===== src/rtl/ssp_pkg.sv =====
// Shared constants, state encoding and frame packing
// for the SSP/SPI master.
package ssp_pkg;

  localparam int FRAME_LEN = 16;
  localparam int RA_MSB    = 15;
  localparam int WNR_BIT   = 12;
  localparam int DATA_MSB  = 11;

  typedef enum logic [2:0] {
    ST_IDLE  = 3'd0,
    ST_SETUP = 3'd1,
    ST_SHIFT = 3'd2,
    ST_HOLD  = 3'd3,
    ST_DONE  = 3'd4
  } state_t;

  typedef logic [FRAME_LEN-1:0] frame_t;

  function automatic frame_t pack_frame(
    input logic [2:0]        ra,
    input logic              wnr,
    input logic [DATA_MSB:0] di
  );
    frame_t f;
    f = '0;
    f[RA_MSB -: 3] = ra;
    f[WNR_BIT]     = wnr;
    f[DATA_MSB:0]  = di;
    return f;
  endfunction

endpackage


===== src/rtl/ssp_sck_gen.sv =====
// Half-period counter: phase tick, SCK and its edge strobes.
// SCK only toggles while toggle_en; it parks low when not running.
module ssp_sck_gen #(
  parameter int unsigned CLK_DIV = 2
) (
  input  logic clk,
  input  logic rst_n,
  input  logic run,
  input  logic toggle_en,
  output logic sck,
  output logic tick,
  output logic rise,
  output logic fall
);

  localparam logic [7:0] TOP = 8'(CLK_DIV - 1);

  logic [7:0] cnt;

  assign tick = run && (cnt == TOP);
  assign rise = tick && toggle_en && !sck;
  assign fall = tick && toggle_en && sck;

  always_ff @(posedge clk or negedge rst_n) begin
    if (!rst_n) begin
      cnt <= '0;
      sck <= 1'b0;
    end else if (!run) begin
      cnt <= '0;
      sck <= 1'b0;
    end else begin
      cnt <= tick ? '0 : cnt + 8'd1;
      if (rise || fall) begin
        sck <= !sck;
      end
    end
  end

endmodule


===== src/rtl/ssp_spi_master.sv =====
// SSP/SPI master: sends one RA/WnR/DI frame MSB first on MOSI
// and captures the slave reply from MISO (SPI mode 0).
module ssp_spi_master
  import ssp_pkg::*;
#(
  parameter int unsigned CLK_DIV = 2
) (
  input  logic        Clk,
  input  logic        Rst,
  input  logic        Start,
  input  logic [2:0]  RA,
  input  logic        WnR,
  input  logic [11:0] DI,
  input  logic        MISO,
  output logic        SSEL,
  output logic        SCK,
  output logic        MOSI,
  output logic        Busy,
  output logic        Done,
  output logic [11:0] DO
);

  localparam logic [4:0] LAST = 5'(FRAME_LEN);

  state_t            state_q, state_d;
  frame_t            sr_q, sr_d, req;
  logic [DATA_MSB:0] cap_q, cap_d, do_d;
  logic [4:0]        bits_q, bits_d;
  logic              ssel_d, busy_d, done_d;
  logic              run, shift_en;
  logic              tick, rise, fall;

  assign req      = pack_frame(RA, WnR, DI);
  assign run      = (state_q == ST_SETUP) ||
                    (state_q == ST_SHIFT) ||
                    (state_q == ST_HOLD);
  assign shift_en = (state_q == ST_SHIFT);

  // Left shift with zero fill leaves MOSI low once all bits are out.
  assign MOSI = sr_q[FRAME_LEN-1];

  ssp_sck_gen #(
    .CLK_DIV(CLK_DIV)
  ) u_sck (
    .clk      (Clk),
    .rst_n    (Rst),
    .run      (run),
    .toggle_en(shift_en),
    .sck      (SCK),
    .tick     (tick),
    .rise     (rise),
    .fall     (fall)
  );

  always_comb begin
    state_d = state_q;
    sr_d    = sr_q;
    cap_d   = cap_q;
    bits_d  = bits_q;
    ssel_d  = SSEL;
    busy_d  = Busy;
    done_d  = 1'b0;
    do_d    = DO;
    if (rise) begin
      cap_d  = {cap_q[DATA_MSB-1:0], MISO};
      bits_d = bits_q + 5'd1;
    end
    unique case (state_q)
      ST_IDLE: begin
        if (Start) begin
          state_d = ST_SETUP;
          sr_d    = req;
          cap_d   = '0;
          bits_d  = '0;
          ssel_d  = 1'b1;
          busy_d  = 1'b1;
        end
      end
      ST_SETUP: begin
        if (tick) begin
          state_d = ST_SHIFT;
        end
      end
      ST_SHIFT: begin
        if (fall) begin
          sr_d = {sr_q[FRAME_LEN-2:0], 1'b0};
          if (bits_q == LAST) begin
            state_d = ST_HOLD;
          end
        end
      end
      ST_HOLD: begin
        if (tick) begin
          state_d = ST_DONE;
          ssel_d  = 1'b0;
          busy_d  = 1'b0;
          done_d  = 1'b1;
          do_d    = cap_q;
        end
      end
      ST_DONE: begin
        state_d = ST_IDLE;
      end
      default: begin
        state_d = ST_IDLE;
      end
    endcase
  end

  always_ff @(posedge Clk or negedge Rst) begin
    if (!Rst) begin
      state_q <= ST_IDLE;
      sr_q    <= '0;
      cap_q   <= '0;
      bits_q  <= '0;
      SSEL    <= 1'b0;
      Busy    <= 1'b0;
      Done    <= 1'b0;
      DO      <= '0;
    end else begin
      state_q <= state_d;
      sr_q    <= sr_d;
      cap_q   <= cap_d;
      bits_q  <= bits_d;
      SSEL    <= ssel_d;
      Busy    <= busy_d;
      Done    <= done_d;
      DO      <= do_d;
    end
  end

endmodule


===== config.mk =====
export PLATFORM = sky130hd
export DESIGN_NAME = ssp_spi_master
export DESIGN_NICKNAME = d
export VERILOG_FILES = /design/src/rtl/ssp_pkg.sv /design/src/rtl/ssp_sck_gen.sv /design/src/rtl/ssp_spi_master.sv
export SDC_FILE = /design/constraint.sdc
export NUM_CORES = 1
export LEC_CHECK = 0
export BUFFER_PORTS_ARGS = -buffer_cell sky130_fd_sc_hd__clkbuf_2
export CORE_UTILIZATION = 59
export CTS_BUF_LIST = sky130_fd_sc_hd__clkbuf_4 sky130_fd_sc_hd__clkbuf_8
export CTS_CLUSTER_SIZE = 30
export DETAILED_ROUTE_END_ITERATION = 10
export PLACE_DENSITY = 0.82
export SLEW_MARGIN = 25
export SYNTH_ARGS = -nofsm -noshare
export SYNTH_HDL_FRONTEND = slang
export SYNTH_SLANG_ARGS = --single-unit

===== constraint.sdc =====
create_clock -name Clk -period 3.2 [get_ports Clk]
set_input_delay 0.8 -clock Clk [delete_from_list [all_inputs] [get_ports Clk]]
set_output_delay 0.8 -clock Clk [all_outputs]
set_load 0.02 [all_outputs]

==> metrics.csv <==
metric;value;unit
outcome;finished, final reports clean;
fin area;3100;um2
maximum fanout along the worst path;15;
Crit path required time;3.41;ns
cell leakage power;0.00155;uW
syn_nets;288;
CTS Root Cell;clkbuf_8;
critical path's slowest cell;nand4b_2;
final wirelength;5.03;mm
switching share of power;0.359;
Final setup viols;0;
initial antenna violation count;0;
Ys Warns;0;
most area-consuming cells after synthesis;dfrtp_1 (55%), mux2_2 (11%), nand2_1 (10%);
CTS tree;built;
Area Overhead vs Synth;15.1;%
top_reg_cell synth;dfrtp_1;
Post-DP HPWL;3.39;mm
async set-or-reset flop fraction in the synthesized netlist;1.00;
routed vias;1961;
critical path's top delay family;simple AND/OR/NAND/NOR gates;
Syn Area/Cell;10.2;um2
worst-case clock buffer depth;2;
slowest stage delay, CP;0.54;ns
Hold Fails Final Rpt;0;
Synth cell types;34;
setup bufs post-CTS;0;
Comb power frac;0.346;
WP data arrival;2.82;ns
register area share after synthesis;0.549;
WL per Instance;14.1;um
io pins;37;
post-route setup TNS;0;ns
Die ar.;4840;um2
nets;323;
CP Class;flip-flop to flip-flop;
WP buf/inv;1;
relative slew slack;0.636;
FF/Latch Area;1480;um2
Skew-Pair Late Insertion Delay;0.33;ns
CTS Sinks;59;
Core Footprint;4380;um2
Final Slew Violations;0;
CTS Hold Bufs;0;
Die Ht;69.5;um
CTS Buf Count;9;
port bufs;36;
first-pass GRT wire length;8.39;mm
Switch Pwr;991;uW
Layout Skew;0.00933;ns
post-route ant nets;0;
Max-cap violations;0;
grt ovf;0;
proportion of layout cells with a drive suffix above 1;0.299;
multi-input logic area;1110;um2
final core utilization;0.707;
Die X;69.5;um
r2r setup slk;0.59;ns
Seq pwr share;0.412;
DRC;0;
Mapped Area;2690;um2
Fin Hold WS;0.327;ns
Clock H-tree levels;3;
HP Class;primary input to async pin;
count leader, synth;nand2_1;
Synth Register Bits;59;
worst-margin pin slew;0.544;ns
Worst setup EP type;flip-flop;
PostCTS Resize Cnt;0;
Pwr Density;892;nW/um2
dpl cell area;2900;um2
# diodes;0;
Internal Dissipation;1770;uW
Reg clk slew, reported paths;0.07;ns
biggest area consumer among synthesized cells;dfrtp_1;
synthesized instance count;264;
clock power share;0.242;
Initial Util;0.614;
vias in the first global route;1896;
Post-synth EDFFs;0;
Post-Layout Cell Count;356;
Tmin final;2.61;ns
Placer Congestion;0.801;
Vias/cell;5.51;
Fill cells;334;
Initial DRC Count;148;
RSZ-0062 raised after global routing;no;
most instantiated cells after synthesis;nand2_1 (73), dfrtp_1 (59), mux2_2 (27);
# rows;24;
GRT Util Overall;0.226;
VDD IR-drop max;440;uV
Tcrit/Tclk final;0.814;
Post-Place Cells;340;
CP Launch Type;flip-flop;
TritonRoute pass-1 iters;4;
FMAX;384;MHz
largest net degree at the start of global routing;28;
area share of the largest cell type after synthesis;0.549;
CP cell instances;inv_1, ha_1, or4b_4, nor2_1, nand4b_2, mux2_2;
## routing by layer
metal	track usage	wire length (um)
met1	0.268	2250
met5	0	0
met2	0.385	2520
met3	0.0523	188
met4	0.116	62
## cell families after synthesis
| group | synth area share |
|---|---|
| buffers and inverters | 0.0395 |
| multiplexers | 0.117 |
| AO/OA/AOI/OAI | 0.0497 |
| XOR/XNOR | 0.0293 |
| AND/OR/NAND/NOR | 0.198 |
| adder cells (fa/ha/maj) | 0.0186 |
| flip-flops | 0.549 |
## placed cells by master (no fill, tap or decap), drive strengths merged, types with 3 or more instances in the layout
master / instances
a21oi: 16
nand2: 73
nand4: 3
buf: 5
inv: 7
ha: 4
nand3: 5
xor2: 5
clkbuf: 47
mux2: 27
or3: 3
nor2: 16
xnor2: 4
o21ai: 3
dfrtp: 59
clkinv: 3
## sequential cells by signal, summed over array words and instances (netlist names)
signal,count
sr_q,16
DO,12
cap_q,12
u_sck.cnt,8
bits_q,5
state_q,3
Busy,1
Done,1
u_sck.sck,1
## layout make-up
type	count	area share
multi-input cells	181	0.360
inverters	7	0.00848
clock inverters	5	0.0170
flip-flops and latches	59	0.477
clock buffers	11	0.0468
repair buffers	41	0.0703
well taps	52	0.0210
## power by group through the flow
stage,sequential [uW],clock (uW),combinational [uW]
global route,1170,711,1050
global placement,1130,0,928
detailed placement,1150,0,962
floorplan,1180,0,684
CTS,1140,681,968
finish,1140,667,956
## worst paths after layout
kind	start	endpoint	depth (start not counted)
max	u_sck.cnt[1]$_DFF_PN0_	DO[7]$_DFFE_PN0P_	6
min	Rst	bits_q[4]$_DFF_PN0_	1
max reg2reg	u_sck.cnt[1]$_DFF_PN0_	DO[7]$_DFFE_PN0P_	6
min reg2reg	DO[5]$_DFFE_PN0P_	DO[5]$_DFFE_PN0P_	1
max in group asynchronous	Rst	u_sck.cnt[2]$_DFF_PN0_	2
min in group Clk	DO[5]$_DFFE_PN0P_	DO[5]$_DFFE_PN0P_	1
## through the flow
stage          power (uW)  setup slack, ns
2_1_floorplan        1860            0.905
3_3_place_gp         2060            0.700
3_5_place_dp         2110            0.652
4_1_cts              2790            0.607
5_1_grt              2930            0.465
6_report             2760            0.594
No activity file was read; power rests on OpenSTA's default activity.
